$ cat src/rtl/snn_pkg.sv
// Packet layout and field codes shared by the partial_sum adders and the membrane store.
// Packets are {src[63:60], dst[59:56], type[55:54], payload[53:0]}.
package snn_pkg;

    localparam int PKT_W     = 64;
    localparam int SRC_HI    = 63;
    localparam int SRC_LO    = 60;
    localparam int DST_HI    = 59;
    localparam int DST_LO    = 56;
    localparam int TYPE_HI   = 55;
    localparam int TYPE_LO   = 54;
    localparam int PAYLOAD_W = 54;

    localparam logic [1:0] TYPE_MP    = 2'b10;
    localparam logic [1:0] TYPE_SPIKE = 2'b11;
    localparam logic [5:0] DONE_CODE  = 6'h0F;

    typedef logic [3:0] adder_idx_t;

    typedef struct packed {
        logic [3:0]           src;
        logic [3:0]           dst;
        logic [1:0]           typ;
        logic [PAYLOAD_W-1:0] payload;
    } pkt_t;

    // Adder index relative to the mesh address of adder 0; wraps modulo 16.
    function automatic adder_idx_t adder_index(input logic [3:0] src, input logic [3:0] base);
        return src - base;
    endfunction

endpackage

$ cat src/rtl/membrane_regfile.sv
// ROWS x COLS array of membrane potentials: one write port, one combinational
// read port and a synchronous clear of the whole array.
module membrane_regfile #(
    parameter int ROWS     = 5,
    parameter int COLS     = 5,
    parameter int WIDTH_MP = 13,
    parameter int RW       = 3,
    parameter int AW       = 3
) (
    input  logic                clk,
    input  logic                clr_i,
    input  logic                wr_en_i,
    input  logic [RW-1:0]       wr_row_i,
    input  logic [AW-1:0]       wr_col_i,
    input  logic [WIDTH_MP-1:0] wr_data_i,
    input  logic [RW-1:0]       rd_row_i,
    input  logic [AW-1:0]       rd_col_i,
    output logic [WIDTH_MP-1:0] rd_data_o
);

    logic [ROWS-1:0][COLS-1:0][WIDTH_MP-1:0] mem_q;

    always_ff @(posedge clk) begin
        if (clr_i) begin
            mem_q <= '0;
        end else if (wr_en_i) begin
            mem_q[wr_row_i][wr_col_i] <= wr_data_i;
        end
    end

    assign rd_data_o = mem_q[rd_row_i][rd_col_i];

endmodule

$ cat src/rtl/membrane_store.sv
// Memory-side endpoint for adder packets: collects membrane potentials and spikes
// for one timestep, publishes the spike map, then replays every potential back.
module membrane_store
    import snn_pkg::*;
#(
    parameter int         WIDTH           = 64,
    parameter int         WIDTH_MP        = 13,
    parameter int         ADDER_COUNT     = 5,
    parameter int         ROWS            = 5,
    parameter logic [3:0] ADDER_ADDR_BASE = 4'b0110,
    parameter logic [3:0] MEM_ADDR        = 4'b0000
) (
    input  logic                        clk,
    input  logic                        rst_n,
    input  logic                        in_valid,
    output logic                        in_ready,
    input  logic [WIDTH-1:0]            in_data,
    output logic                        out_valid,
    input  logic                        out_ready,
    output logic [WIDTH-1:0]            out_data,
    output logic [ROWS*ADDER_COUNT-1:0] spike_map,
    output logic                        ts_done,
    output logic [7:0]                  ts_count,
    output logic                        err_pkt
);

    localparam int NEUR  = ROWS * ADDER_COUNT;
    localparam int RW    = (ROWS > 1) ? $clog2(ROWS) : 1;
    localparam int AW    = (ADDER_COUNT > 1) ? $clog2(ADDER_COUNT) : 1;
    localparam int NW    = (NEUR > 1) ? $clog2(NEUR) : 1;
    localparam int PAD_W = WIDTH - 10 - WIDTH_MP;

    localparam logic [0:0] ST_COLLECT = 1'b0;
    localparam logic [0:0] ST_REPLAY  = 1'b1;

    localparam logic [RW-1:0] ROW_LAST = RW'(ROWS - 1);
    localparam logic [AW-1:0] COL_LAST = AW'(ADDER_COUNT - 1);

    logic [0:0]                     state_q, state_d;
    logic                           live_q;
    logic [ADDER_COUNT-1:0][RW-1:0] row_cnt_q, row_cnt_d;
    logic [RW-1:0]                  done_cnt_q, done_cnt_d;
    logic [NEUR-1:0]                pending_q, pending_d;
    logic [NEUR-1:0]                spike_map_q, spike_map_d;
    logic                           ts_done_q, ts_done_d;
    logic [7:0]                     ts_count_q, ts_count_d;
    logic                           err_q, err_d;
    logic [RW-1:0]                  rep_row_q, rep_row_d;
    logic [AW-1:0]                  rep_col_q, rep_col_d;

    pkt_t                            pkt;
    adder_idx_t                      idx;
    logic [AW-1:0]                   col;
    logic [2:0]                      spk_r, spk_a;
    logic [NW-1:0]                   spk_bit;
    logic                            hdr_ok, spk_ok, is_mp, is_done;
    logic                            accept, out_fire, wr_en;
    logic [WIDTH_MP-1:0]             rd_mp;
    logic [PAYLOAD_W-WIDTH_MP-1:0]   payload_unused;

    assign pkt            = pkt_t'(in_data);
    assign idx            = adder_index(pkt.src, ADDER_ADDR_BASE);
    assign col            = idx[AW-1:0];
    assign spk_r          = pkt.payload[5:3];
    assign spk_a          = pkt.payload[2:0];
    assign spk_bit        = NW'(int'(spk_r) * ADDER_COUNT + int'(spk_a));
    assign payload_unused = pkt.payload[PAYLOAD_W-1:WIDTH_MP];

    assign hdr_ok  = (pkt.dst == MEM_ADDR) && (int'(idx) < ADDER_COUNT)
                     && ((pkt.typ == TYPE_MP) || (pkt.typ == TYPE_SPIKE));
    assign is_mp   = (pkt.typ == TYPE_MP);
    assign is_done = (pkt.typ == TYPE_SPIKE) && (pkt.payload[5:0] == DONE_CODE);
    assign spk_ok  = (int'(spk_r) < ROWS) && (int'(spk_a) < ADDER_COUNT);

    // The ts_done cycle is a one-cycle gap before the first replay packet.
    assign in_ready  = live_q && (state_q == ST_COLLECT);
    assign out_valid = (state_q == ST_REPLAY) && !ts_done_q;
    assign accept    = in_valid && in_ready;
    assign out_fire  = out_valid && out_ready;
    assign wr_en     = accept && hdr_ok && is_mp;

    always_comb begin
        state_d     = state_q;
        row_cnt_d   = row_cnt_q;
        done_cnt_d  = done_cnt_q;
        pending_d   = pending_q;
        spike_map_d = spike_map_q;
        ts_done_d   = 1'b0;
        ts_count_d  = ts_count_q;
        err_d       = 1'b0;
        rep_row_d   = rep_row_q;
        rep_col_d   = rep_col_q;

        if (accept) begin
            if (!hdr_ok) begin
                err_d = 1'b1;
            end else if (is_mp) begin
                row_cnt_d[col] = (row_cnt_q[col] == ROW_LAST) ? '0 : row_cnt_q[col] + 1'b1;
            end else if (is_done) begin
                if (done_cnt_q == ROW_LAST) begin
                    spike_map_d = pending_q;
                    pending_d   = '0;
                    ts_done_d   = 1'b1;
                    ts_count_d  = ts_count_q + 8'd1;
                    done_cnt_d  = '0;
                    state_d     = ST_REPLAY;
                    // A non-zero row counter means some adder fell short this timestep.
                    err_d       = |row_cnt_q;
                end else begin
                    done_cnt_d = done_cnt_q + 1'b1;
                end
            end else if (!spk_ok) begin
                err_d = 1'b1;
            end else begin
                pending_d[spk_bit] = 1'b1;
            end
        end

        if (out_fire) begin
            if (rep_col_q == COL_LAST) begin
                rep_col_d = '0;
                if (rep_row_q == ROW_LAST) begin
                    rep_row_d = '0;
                    state_d   = ST_COLLECT;
                end else begin
                    rep_row_d = rep_row_q + 1'b1;
                end
            end else begin
                rep_col_d = rep_col_q + 1'b1;
            end
        end
    end

    always_ff @(posedge clk) begin
        if (!rst_n) begin
            state_q     <= ST_COLLECT;
            live_q      <= 1'b0;
            row_cnt_q   <= '0;
            done_cnt_q  <= '0;
            pending_q   <= '0;
            spike_map_q <= '0;
            ts_done_q   <= 1'b0;
            ts_count_q  <= '0;
            err_q       <= 1'b0;
            rep_row_q   <= '0;
            rep_col_q   <= '0;
        end else begin
            state_q     <= state_d;
            live_q      <= 1'b1;
            row_cnt_q   <= row_cnt_d;
            done_cnt_q  <= done_cnt_d;
            pending_q   <= pending_d;
            spike_map_q <= spike_map_d;
            ts_done_q   <= ts_done_d;
            ts_count_q  <= ts_count_d;
            err_q       <= err_d;
            rep_row_q   <= rep_row_d;
            rep_col_q   <= rep_col_d;
        end
    end

    membrane_regfile #(
        .ROWS     (ROWS),
        .COLS     (ADDER_COUNT),
        .WIDTH_MP (WIDTH_MP),
        .RW       (RW),
        .AW       (AW)
    ) u_regfile (
        .clk       (clk),
        .clr_i     (!rst_n),
        .wr_en_i   (wr_en),
        .wr_row_i  (row_cnt_q[col]),
        .wr_col_i  (col),
        .wr_data_i (pkt.payload[WIDTH_MP-1:0]),
        .rd_row_i  (rep_row_q),
        .rd_col_i  (rep_col_q),
        .rd_data_o (rd_mp)
    );

    assign out_data  = {MEM_ADDR, ADDER_ADDR_BASE + 4'(rep_col_q), TYPE_MP, {PAD_W{1'b0}}, rd_mp};
    assign spike_map = spike_map_q;
    assign ts_done   = ts_done_q;
    assign ts_count  = ts_count_q;
    assign err_pkt   = err_q;

endmodule

$ cat config.mk
export PLATFORM = sky130hd
export DESIGN_NAME = membrane_store
export DESIGN_NICKNAME = d
export VERILOG_FILES = /design/src/rtl/snn_pkg.sv /design/src/rtl/membrane_regfile.sv /design/src/rtl/membrane_store.sv
export SDC_FILE = /design/constraint.sdc
export NUM_CORES = 1
export LEC_CHECK = 0
export CAP_MARGIN = 10
export CELL_PAD_IN_SITES_DETAIL_PLACEMENT = 1
export CELL_PAD_IN_SITES_GLOBAL_PLACEMENT = 2
export CORE_ASPECT_RATIO = 1.2
export CORE_MARGIN = 1.5
export CORE_UTILIZATION = 37
export DETAILED_ROUTE_END_ITERATION = 12
export PLACE_DENSITY_LB_ADDON = 0.1
export SYNTH_ARGS = -nofsm -noshare
export SYNTH_HDL_FRONTEND = slang
export SYNTH_SLANG_ARGS = --single-unit
$ cat constraint.sdc
create_clock -name clk -period 3 [get_ports clk]
set_input_delay 0.3 -clock clk [delete_from_list [all_inputs] [get_ports clk]]
set_output_delay 0.3 -clock clk [all_outputs]
set_load 0.005 [all_outputs]
==> results.json, run 1 <==
{
  "area_growth_syn_to_layout_pct": 23.1,
  "seq_area_frac_synth_pct": 43.1,
  "worstMarginPinSlew_ns": 1.11,
  "vias_per_cell": 5.22,
  "insertion_delay_ns": 0.58,
  "hold_class": "input pin to flop",
  "worstSetupPathType": "flop to output port",
  "power_leakage_nw": 9.54,
  "reg2reg_depth": 7,
  "finalNetCount": 2143,
  "cap_violations": 0,
  "yosysUniqueCellTypes": 61,
  "slew_viol_final": 0,
  "r2r-end": "u_regfile.mem_q[298]",
  "clock-sinks": 411,
  "core_um2": 50600,
  "cp.arrival_ns": 2.64,
  "cts-root-buf": "clkbuf_16",
  "drc": 0,
  "hold_violations": 0,
  "synthArstFlopShare_pct": 0,
  "status": "completed",
  "htreeDepth": 2,
  "reg2reg_slack_ns": 0.58,
  "io_buffers": 80,
  "path_clk_slew_ns": 0.07,
  "end_kind": "output port",
  "diodes": 0,
  "holdPathStages": 1,
  "grt_start_max_net_pins": 113,
  "rsz0062_at_grt": "yes",
  "dpl.hpwl_um": 37700,
  "cp-start-kind": "flop",
  "clk_path_buf_depth": 3,
  "grt_pass1_wl_um": 90500,
  "initial_utilization_pct": 37.7,
  "numCtsBuffers": 46,
  "cts_tree": "done",
  "wl_per_cell_um": 21.1,
  "min_period_over_period_pct": 98.1,
  "die_h_um": 252,
  "hold_start": "rst_n",
  "ios": 169,
  "gr-usage-all-layers_pct": 22.2,
  "fin_tns_setup_ns": 0,
  "fin_ws_ns": 0.0556,
  "drt_iter0_drc": 674,
  "drt-pass1-iter-count": 4,
  "yosys-top-cells-area": "dfxtp_1 (43%), mux2i_1 (20%), nand2_1 (8.3%), mux4_2 (6.1%), a21oi_1 (2.4%)",
  "avgSynthCellArea_um2": 9.87,
  "vias": 14300,
  "synth_warnings": 0,
  "fin_crit_ns": 2.94,
  "grt-ovfl-total": 0,
  "setup_viol": 0,
  "dieArea_um2": 52900,
  "cts_hold_buf": 0,
  "synthFlopType": "dfxtp_1",
  "synth_top_area_cell": "dfxtp_1",
  "finalClockSkew_ns": 0.0261,
  "drive_above_1_share_pct": 19.8,
  "die_w_um": 210,
  "max_freq_mhz": 340,
  "wl_um": 57700,
  "crit_path_max_fanout": 5,
  "vdd.ir_drop.worst_mv": 0.349,
  "hold_end": "live_q",
  "relSlewSlack_pct": 25.6,
  "hold_ws_ns": 0.0779,
  "synth_edf_count": 0,
  "worst_ep_required_time_ns": 2.70,
  "synth-seq-cells": 411,
  "rr_startpoint": "state_q",
  "cellPowerDensity_nw_per_um2": 519,
  "ant_nets": 0,
  "synth_area_um2": 19100,
  "fp-row-count": 90,
  "synth_cells": 1933,
  "grt_pass1_vias": 15500,
  "grt_antenna_before_repair": 0,
  "synth_top_area_share_pct": 43.1,
  "gp_congestion": 0.797,
  "preCtsSetupSlack_ns": -0.0687
}
## registers in the layout (all words and copies together), names as in the netlist
| signal | flops |
|---|---|
| done_cnt_q | 3 |
| err_pkt | 1 |
| live_q | 1 |
| pending_q | 25 |
| rep_col_q | 3 |
| rep_row_q | 3 |
| row_cnt_q | 15 |
| spike_map | 25 |
| state_q | 1 |
| ts_count | 8 |
| ts_done | 1 |
| u_regfile.mem_q | 325 |
## critical path: stages, from the launching register on
cell and delay, ns:
dfxtp_4 0.47, buf_12 0.15, buf_12 0.11, buf_6 0.09
mux4_2 0.57, nand2b_4 0.18, o2111ai_2 0.08, buf_6 0.15
o221ai_4 0.09, buf_2 0.16
## through the flow
stage               cells  area [um^2]  util [%]  power, mW
finish               2735        23500      46.4       12.2
global route         2735        23500      46.4       12.6
CTS                  2734        23400      46.2       12.3
detailed placement   2629        21100      41.7       6.05
global placement     2629        21100      41.7       6.04
floorplan            1978        19200         -       5.90
## cells in the final DEF, fill, tap and decap left out, types with 10 or more instances in the layout
master / count
nand3_1: 16
o21a_1: 13
clkinv_2: 12
inv_1: 20
buf_4: 105
dfxtp_1: 407
a21oi_1: 79
o21ai_0: 31
a22oi_1: 14
ha_1: 21
mux2_2: 12
conb_1: 47
buf_12: 34
clkbuf_16: 50
nor3_4: 10
nand2_1: 422
buf_2: 11
mux4_2: 52
nor2b_1: 16
nand2b_1: 18
clkdlybuf4s50_1: 66
nor2_1: 62
mux2i_1: 378
## report_power, final
part | leakage [nW] | switching (mW) | internal, mW
clock network | 0.840 | 2.40 | 3.85
logic | 5.39 | 0.328 | 0.138
registers | 3.31 | 0.000501 | 5.46
## cells in the mapped netlist (5+ instances only)
cell type / count
o221ai_1: 14
buf_4: 60
mux2i_1: 382
o21ai_0: 38
o21a_1: 13
o2111ai_1: 13
inv_1: 20
nor2b_1: 16
a21oi_1: 90
clkbuf_1: 100
xnor2_1: 7
ha_1: 21
nand2b_1: 23
nor4_1: 9
buf_6: 14
nor3_4: 9
mux4_2: 52
dfxtp_1: 411
nor2_1: 68
nand3_1: 16
nand2_1: 422
nand4_1: 6
a22oi_1: 14
nand3_2: 9
mux2_2: 15
nor3_1: 5
buf_2: 29
## worst max path at each step
stage                 start            end  slack (ns)  cells past startpoint
5_1_grt        rep_col_q[0]   out_data[10]       -0.05                      8
2_1_floorplan   in_data[61]  row_cnt_q[11]        0.41                     14
3_5_place_dp    in_data[61]  spike_map[13]       -0.07                      9
6_report       rep_col_q[0]    out_data[9]        0.06                      9
4_1_cts        rep_col_q[0]   out_data[11]       -0.03                      8
3_3_place_gp    in_data[61]        state_q      -0.008                      8
## kinds of logic after synthesis
group / count (synthesis) / share of synthesized area (%)
adders and majority gates: 22 / 1.48
buffers and inverters: 228 / 6.41
and+or+nand+nor: 611 / 14.7
other: 2 / 0.0394
xor gates and xnor gates: 9 / 0.453
AOI/OAI and AO/OA: 201 / 6.74
muxes: 449 / 27.1
DFF: 411 / 43.1
## routing by layer
| layer | wire (um) | part of all wire [%] | track usage (%) | vias to the layer above |
|---|---|---|---|---|
| met1 | 25700 | 45 | 28.0 | 7178 |
| met3 | 1810 | 3.1 | 3.21 | 90 |
| li1 | - | - | - | 6815 |
| met5 | 0 | 0 | 0 | - |
| met4 | 1980 | 3.4 | 8.00 | 0 |
| met2 | 28100 | 49 | 38.3 | 205 |
## layout make-up
class                      instances  area, um^2
sequential                       411        8240
clock inverter                    23         303
multi-input combinational       1339       10200
inverter                          21        78.8
timing repair buffer             234        2460
fill                            5490       27100
tap                              644         806
clock buffer                      63        1390
## repair_timing
action,in CTS,in global routing
gates resized for setup,122,22
gates cloned,3,0
buffers inserted,17,1
pin swaps,6,9
setup endpoints to repair,13,10
No activity file was read; power rests on OpenSTA's default activity.
==> run 2, diff against run 1 <==
--- a/config.mk
+++ b/config.mk
@@ -11,8 +11,9 @@
 export CORE_ASPECT_RATIO = 1.2
 export CORE_MARGIN = 1.5
 export CORE_UTILIZATION = 37
+export CTS_CLUSTER_SIZE = 14
 export DETAILED_ROUTE_END_ITERATION = 12
-export PLACE_DENSITY_LB_ADDON = 0.1
+export PLACE_DENSITY = 0.82
 export SYNTH_ARGS = -nofsm -noshare
 export SYNTH_HDL_FRONTEND = slang
 export SYNTH_SLANG_ARGS = --single-unit
==> run 2 against run 1 <==
Effect of this change:
- total power decreased by 5.1%
- critical endpoint is now out_data[4]
- fmax increased by 1.0%
- first-iteration DRC count decreased by 7.9%
==> results.json, run 2 (synthesis results as in run 1) <==
{
  "status": "completed",
  "gr-usage-all-layers_pct": 21.1,
  "wl_um": 55600,
  "htreeDepth": 2,
  "end_kind": "output port",
  "seq_area_um2": 8240,
  "nFillCells": 5533,
  "setup_viol": 0,
  "grt_antenna_before_repair": 0,
  "io_buffers": 80,
  "layout_common_cells": "nand2_1 (421), dfxtp_1 (409), mux2i_1 (382), buf_4 (93), a21oi_1 (77)",
  "hold_ws_ns": 0.0391,
  "max_freq_mhz": 343,
  "drive_above_1_share_pct": 16.5,
  "crit_path_max_fanout": 5,
  "worstSetupPathType": "flop to output port",
  "grt_start_max_net_pins": 177,
  "relSlewSlack_pct": 39.6,
  "cellPowerDensity_nw_per_um2": 509,
  "numCtsBuffers": 42,
  "die_w_um": 210,
  "path_clk_slew_ns": 0.06,
  "clock-sinks": 411,
  "top_register": "u_regfile.mem_q",
  "wl_per_cell_um": 20.6,
  "die_h_um": 252,
  "dieArea_um2": 52900,
  "insertion_delay_ns": 0.55,
  "ant_nets": 0,
  "hold_class": "input pin to flop",
  "cts-root-buf": "clkbuf_16",
  "grt_pass1_wl_um": 87600,
  "hold_violations": 0,
  "fp-row-count": 90,
  "fin_crit_ns": 2.91,
  "min_period_over_period_pct": 97.2,
  "vias_per_cell": 5.27,
  "grt-ovfl-total": 0,
  "ios": 169,
  "area_growth_syn_to_layout_pct": 18.9,
  "diodes": 0,
  "cap_violations": 0,
  "slew_viol_final": 0,
  "drc": 0,
  "core_um2": 50600,
  "finalNetCount": 2111,
  "multi_input_area_um2": 9910,
  "final_common_cell": "nand2_1",
  "largest_reg_flops": 325,
  "cp-start-kind": "flop",
  "cts_hold_buf": 0,
  "clk_path_buf_depth": 3,
  "power_leakage_nw": 9.25,
  "cts_tree": "done",
  "dpl.hpwl_um": 36700,
  "gp_congestion": 0.848,
  "initial_utilization_pct": 37.7,
  "vdd.ir_drop.worst_mv": 0.343,
  "cp.arrival_ns": 2.61,
  "grt_pass1_vias": 15400,
  "drt_iter0_drc": 621,
  "vias": 14200,
  "worstMarginPinSlew_ns": 0.904,
  "drt-pass1-iter-count": 4,
  "finalClockSkew_ns": 0.0132,
  "fin_tns_setup_ns": 0,
  "worst_ep_required_time_ns": 2.70
}
[run 2: cell types whose count changed in the layout (fill, tap and decap cells not counted), sizes merged]
cell           change
inv                -1
clkdlybuf4s15      -1
clkbuf             +4
bufinv             -4
buf               -39
clkinvlp           -1
clkinv             -8
dlygate4sd2       +12
[run 2: cell type report]
type | count | area share (%)
tap | 644 | 3.55
timing repair buffer | 206 | 9.46
clock buffer | 67 | 6.08
clock inverter | 9 | 0.530
inverter | 21 | 0.364
sequential | 411 | 36.3
multi-input combinational | 1339 | 43.7
[run 2: worst paths after layout]
kind         slack (ns)           startpoint  cells past startpoint                  end
min reg2reg        0.46  u_regfile.mem_q[99]                      2  u_regfile.mem_q[99]
max reg2reg        0.70              state_q                      6          ts_count[6]
min                0.04                rst_n                      2              state_q
max                0.09         rep_col_q[0]                      8          out_data[4]
[run 2: what timing repair did]
| item | in CTS | in global routing |
|---|---|---|
| gates resized for setup | 43 | 6 |
| cloned | 2 | 0 |
| pin swaps | 1 | 0 |
| endpoints found under the setup margin | 13 | 4 |
| buffers inserted | 6 | 2 |
[run 2: through the flow]
step                std cells  area, um^2  setup slack, ns  total power [mW]  util [%]
floorplan                1978       19200            0.409              5.90         -
global placement         2611       20900           0.0316              6.03      41.4
detailed placement       2611       20900         -0.00576              6.05      41.4
CTS                      2695       22600          0.00321              11.7      44.8
global route             2697       22700         -0.00669              11.9      44.9
finish                   2697       22700           0.0853              11.6      44.9
[run 2: critical path, stage by stage (launching register included)]
cell           delay, ns
dfxtp_4             0.37
buf_12              0.13
buf_4               0.13
mux4_2              0.54
nand2b_1            0.17
o2111ai_1           0.10
buf_4               0.18
o221ai_1            0.14
dlygate4sd2_1       0.30
[run 2: power breakdown]
group | internal, mW | switching, mW | total [mW]
sequential | 5.46 | 0.000414 | 5.46
clock | 3.40 | 2.23 | 5.63
combinational | 0.140 | 0.330 | 0.470
total | 8.99 | 2.56 | 11.6
[run 2: metal layers]
metal | vias up | GRT usage [%] | routed length, um
met5 | - | 0 | 0
met4 | 0 | 7.50 | 1820
met3 | 83 | 2.96 | 1840
met2 | 232 | 37.1 | 27700
met1 | 7150 | 26.3 | 24300
li1 | 6750 | - | -
==> run 3, diff against run 2 <==
--- a/config.mk
+++ b/config.mk
@@ -11,6 +11,7 @@
 export CORE_ASPECT_RATIO = 1.2
 export CORE_MARGIN = 1.5
 export CORE_UTILIZATION = 37
+export CTS_CLUSTER_DIAMETER = 30
 export CTS_CLUSTER_SIZE = 14
 export DETAILED_ROUTE_END_ITERATION = 12
 export PLACE_DENSITY = 0.82
==> run 3 against run 2 <==
Effect of this change:
- the flow now finishes with violations (negative setup slack)
- clock power is 81% higher
- wire length rose by 4.5%
- first-iteration DRC count rose by 16%
- final cell count up 3.4%
- clock skew is 0.0018 ns higher
- register-to-register slack worse by 0.05 ns
- combinational power up 0.9%
- sequential power about the same
- sequential share of layout area shrank 2.7 points
- die area stayed put
- sequential cell count unchanged
- critical path type unchanged
==> results.json, run 3 (synthesis results as in run 1) <==
{
  "die_h_um": 252,
  "cts_tree": "done",
  "grt-ovfl-total": 0,
  "fin_ws_ns": -0.0147,
  "wl_per_cell_um": 20.8,
  "grt_pass1_wl_um": 90900,
  "vdd.ir_drop.worst_mv": 0.423,
  "worstSetupPathType": "flop to output port",
  "grt_pass1_vias": 16000,
  "hold_start": "in_valid",
  "largest_reg_flops": 325,
  "worst_path_largest_cell_delay_ns": 0.56,
  "rsz0062_at_grt": "yes",
  "finalNetCount": 2163,
  "rr_startpoint": "state_q",
  "fin_tns_setup_ns": -0.0147,
  "min_period_over_period_pct": 100,
  "slowest_stage": "mux4_2",
  "reg2reg_depth": 6,
  "violations": "negative setup slack",
  "hold_violations": 0,
  "grt_start_max_net_pins": 177,
  "grt_antenna_before_repair": 0,
  "dieArea_um2": 52900,
  "drt_iter0_drc": 721,
  "cts-root-buf": "clkbuf_16",
  "slew_viol_final": 0,
  "diodes": 0,
  "drc": 0,
  "cellPowerDensity_nw_per_um2": 660,
  "ios": 169,
  "area_growth_syn_to_layout_pct": 28.5,
  "insertion_delay_ns": 0.62,
  "final_common_cell": "nand2_1",
  "relSlewSlack_pct": 36.6,
  "power_leakage_nw": 10.1,
  "core_um2": 50600,
  "gp_congestion": 0.848,
  "drive_above_1_share_pct": 20.7,
  "drt-pass1-iter-count": 5,
  "holdPathStages": 3,
  "gr-usage-all-layers_pct": 22.2,
  "place_inst": 2611,
  "worstMarginPinSlew_ns": 0.943,
  "clock-sinks": 411,
  "vias_per_cell": 5.26,
  "top_register": "u_regfile.mem_q",
  "hold_ws_ns": 0.345,
  "cap_violations": 0,
  "hold_class": "input pin to flop",
  "status": "finished, violations left",
  "layout_common_cells": "nand2_1 (421), dfxtp_1 (409), mux2i_1 (381), buf_4 (91), clkbuf_16 (90)",
  "io_buffers": 80,
  "cp-start-kind": "flop",
  "die_w_um": 210,
  "worst_ep_required_time_ns": 2.70,
  "htreeDepth": 3,
  "cp.arrival_ns": 2.71,
  "dpl.hpwl_um": 36700,
  "finalClockSkew_ns": 0.0150,
  "crit_path_max_fanout": 7,
  "startpoint": "rep_col_q[0]",
  "preCtsSetupSlack_ns": -0.00576,
  "ant_nets": 0,
  "stdcell_count": 2789,
  "max_freq_mhz": 332,
  "wl_um": 58100,
  "setup_viol": 1,
  "nFillCells": 5426,
  "path_clk_slew_ns": 0.05,
  "end_kind": "output port",
  "utilization_pct": 48.5,
  "fin_crit_ns": 3.01,
  "clk_path_buf_depth": 3,
  "cp_cell_sequence": "buf_8 -> buf_12 -> mux4_2 -> o2111ai_2 -> buf_4 -> o221ai_1 -> dlygate4sd2_1",
  "fp-row-count": 90,
  "initial_utilization_pct": 37.7,
  "numCtsBuffers": 88,
  "vias": 14700
}
==> run 3: changes by cell type in the layout (fill, tap and decap cells not counted), sizes merged <==
| cell | previous run | this run |
|---|---|---|
| buf | 127 | 134 |
| dlygate4sd2 | 12 | 1 |
| clkbuf | 67 | 113 |
| dlygate4sd3 | 0 | 1 |
| clkdlybuf4s15 | 1 | 2 |
| clkinvlp | 1 | 14 |
| clkinv | 7 | 23 |
| bufinv | 3 | 14 |
| bufbuf | 0 | 2 |
| inv | 19 | 25 |
==> run 3: cell type report <==
cell class / instances / area (um^2) / area share, %
Tap cell: 644 / 806 / 3.29
Clock buffer: 107 / 2430 / 9.90
Timing Repair Buffer: 212 / 2250 / 9.19
Sequential cell: 411 / 8240 / 33.6
Inverter: 21 / 82.6 / 0.337
Multi-Input combinational cell: 1339 / 9970 / 40.7
Clock inverter: 55 / 737 / 3.01
==> run 3: where the power goes <==
group | internal, mW | switching (mW)
combinational | 0.141 | 0.333
clock | 6.96 | 3.27
sequential | 5.47 | 0.000423
total | 12.6 | 3.61
==> run 3: timing repair <==
item | in CTS | in global routing
cloned | 5 | 0
hold buffers | 1 | 0
setup endpoints to repair | 14 | 11
endpoints found under the hold margin | 3 | 0
setup buffers | 10 | 0
gates resized for setup | 70 | 26
pin swaps | 1 | 7
==> run 3: stage by stage <==
step	area, um^2	total power [mW]
after floorplan	19200	5.90
after CTS	24500	16.3
after global routing	24500	16.6
final	24500	16.2
after detailed placement	20900	6.05
after global placement	20900	6.03
==> run 3: layer usage <==
layer | up-vias | wire, um | global-route usage [%]
li1 | 6908 | - | -
met1 | 7359 | 24800 | 26.6
met2 | 291 | 28800 | 38.6
met3 | 107 | 2220 | 3.66
met4 | 0 | 2300 | 10.5
met5 | - | 0 | 0
==> run 3: worst paths after layout <==
check                                       endpoint  slack [ns]
worst min register to register  u_regfile.mem_q[222]        0.45
worst min-delay path                         err_pkt        0.35
worst max-delay path                     out_data[4]       -0.01
worst max register to register           ts_count[4]        0.65
==> run 3: critical path: cells and delay by family, from the launching register on <==
family,cells,cell delay [ns]
AOI/OAI and AO/OA,2,0.37
buffers and inverters,4,0.78
DFF,1,0.37
muxes,1,0.56
==> variant: new RTL, settings of run 2 <==
`WIDTH_MP` is set to 13 in 2 places; all go to 26.
--- a/src/rtl/membrane_regfile.sv
+++ b/src/rtl/membrane_regfile.sv
@@ -3,7 +3,7 @@
 module membrane_regfile #(
     parameter int ROWS     = 5,
     parameter int COLS     = 5,
-    parameter int WIDTH_MP = 13,
+    parameter int WIDTH_MP = 26,
     parameter int RW       = 3,
     parameter int AW       = 3
 ) (
--- a/src/rtl/membrane_store.sv
+++ b/src/rtl/membrane_store.sv
@@ -4,7 +4,7 @@
     import snn_pkg::*;
 #(
     parameter int         WIDTH           = 64,
-    parameter int         WIDTH_MP        = 13,
+    parameter int         WIDTH_MP        = 26,
     parameter int         ADDER_COUNT     = 5,
     parameter int         ROWS            = 5,
     parameter logic [3:0] ADDER_ADDR_BASE = 4'b0110,
Check against the original RTL: not settled (the Yosys comparison gave no result); the edit may change what the design does.
==> variant against run 2 <==
  * The run now ends with setup timing left
  * Routed wire length up 82%
  * Power is 77% higher
  * Synthesized cell count is 65% higher
  * Cell area up 72%
  * Setup slack worse by 120 ps
  * Critical path depth rose by 1
  * Count of clock-buffer cells in the layout up 53
  * Via count increased by 70%
  * Synthesized area is 72% higher
  * Sequential cell count increased by 325
  * Global-route usage grew 1.3 points
  * Highest routed layer unchanged
==> variant: results (changes against run 2) <==
** Outcome
- The run finished, with violations left.
- Failing checks :: setup timing

** Timing
- Fin Setup TNS :: -95.6 ps (-95.6 ps)
- Max-Slew Margin vs Limit :: 20.2% (-19 points)
- The total of endpoints with negative setup slack in the final report was 5 (+5).
- Worst Slack Setup Final :: -30.0 ps (-115 ps)

** Synth
- The compound-gate portion of the synthesized area is 3.81% (-2.9 points).
- The fraction of synthesized area in multiplexers is 31.0% (+3.9 points).
- The adder-cell share of the synthesized area is 0.863% (-0.62 points).
- The count of distinct cell types in the synthesized netlist was 54 (-11%).
- In the synthesized netlist, the cells that appear most often are 940 x sky130_fd_sc_hd__nand2_1, 736 x sky130_fd_sc_hd__dfxtp_1, 663 x sky130_fd_sc_hd__mux2i_1.
- Seq/Total Area, Yosys :: 45.0% (+1.9 points)
- Ranked by total cell area, the synthesized netlist is headed by sky130_fd_sc_hd__dfxtp_1 45%, sky130_fd_sc_hd__mux2i_1 20%, sky130_fd_sc_hd__nand2_1 11%.
- Syn Area/Cell :: 10.2 um^2 (+3.8%)

** CTS
- The clock latency at the later pin of the worst-skew pair was 650 ps (+100 ps).
- Number of CTS-inserted buffers :: 79 (+88%)
- Level count of the clock H-tree :: 3 (+1)

** Drt
- First-pass DRT Iterations :: 5 (+1)
- The initial DRC count came to 1195 (+92%).
- The post-detailed-route wirelength per cell came to 22.6 um (+9.5%).
- Metal-1 WL :: 42.4 mm (+75%)
- The routed wire length on met3 is 3.58 mm (+94%).
- The total length of routed met2 wires was 52.3 mm (+89%).
- Vias :: 24200 (+70%)

** Place
- Placed wire-length estimate :: 63.4 mm (+73%)
- Number of buffer cells added on primary ports :: 106 (+33%)
- Inst Count DP :: 4284 (+64%)
- Placement-stage worst setup slack :: -128 ps (-123 ps)
- The weighted congestion reported at the end of routability-driven placement came to 0.792 (-6.6%).

** Cells and area
- The final net count was 3366 (+59%).
- The non-filler instance count after layout was 4480 (+66%).

** Power and ir drop
- Worst vdd ir :: 0.336 mV (-2.3%)
- Leakage component of the power :: 0.0144 uW (+56%)

** Setup path
- The maximum fanout along the worst path was 7 (+2).
- Arrival time of the worst setup path :: 2730 ps (+120 ps)
- The largest stage delay on the critical path came to 510 ps (-30 ps).

** Global routing
- GRT Total Usage :: 22.5% (+1.3 points)
- Global-route wire length before repair :: 157 mm (+79%)
- Largest net degree at the start of global routing :: 124 (-30%)
## variant: changes by cell type after synthesis, sizes merged, moves of 38 or more
| cell | run 2 | this run |
|---|---|---|
| a22oi | 14 | 52 |
| nand2 | 422 | 940 |
| clkbuf | 100 | 184 |
| mux2i | 382 | 663 |
| mux4 | 52 | 156 |
| dfxtp | 411 | 736 |
## variant: worst paths after layout
check | slack (ps) | cells after the start | from | end
setup / recovery | -30 | 9 | rep_col_q[0]$_SDFFE_PN0P_ | out_data[10]
hold / removal | 170 | 3 | rst_n | ts_count[5]$_SDFFE_PN0P_
setup reg to reg | 690 | 6 | state_q$_SDFF_PN0_ | u_regfile.mem_q[93]$_SDFFE_PN0P_
hold reg to reg | 450 | 2 | pending_q[24]$_SDFFE_PN0P_ | pending_q[24]$_SDFFE_PN0P_
## variant: final cells by class
class | instances | area, um^2
Fill cell | 9378 | 48800
Sequential cell | 736 | 14700
Clock buffer | 120 | 2440
Timing Repair Buffer | 288 | 3310
Clock inverter | 16 | 199
Tap cell | 1149 | 1440
Inverter | 18 | 67.6
Multi-Input combinational cell | 2153 | 16700
## variant: power breakdown
part | leakage [uW] | internal, uW | switching [uW] | total, uW
clock network | 0.00130 | 5930 | 4140 | 10100
logic | 0.00720 | 174 | 480 | 654
registers | 0.00593 | 9770 | 0.656 | 9770
## variant: cells by family after synthesis
group                    count (synthesis)
multiplexers                           819
XOR/XNOR                                 8
other                                    2
AND/OR/NAND/NOR                       1088
buffers and inverters                  340
flip-flops                             736
AO/OA/AOI/OAI                          182
adder cells (fa/ha/maj)                 22
## variant: timing repair
action / in CTS / in global routing
setup endpoints to repair: 27 / 23
cloned: 9 / 0
setup buffers: 46 / 10
hold buffers: 0 / 0
gates resized for setup: 204 / 38
pin swaps: 60 / 29
## variant: stage by stage
step	cell area, um^2	power, uW
6_report	38900	20500
5_1_grt	38900	21100
4_1_cts	38800	20700
3_5_place_dp	35300	10600
3_3_place_gp	35300	10600
2_1_floorplan	32900	10400
## variant: worst min-delay path: cells and delay by family
family / cells / cell delay [ps]
multiplexers: 1 / 60
AND/OR/NAND/NOR: 1 / 140
buffers and inverters: 1 / 240
## variant: per-layer routing
metal  vias up  global-route usage (%)
li1      11100                       -
met5         -                       0
met4         0                    7.68
met1     12400                    27.0
met2       495                    41.1
met3       166                    2.68
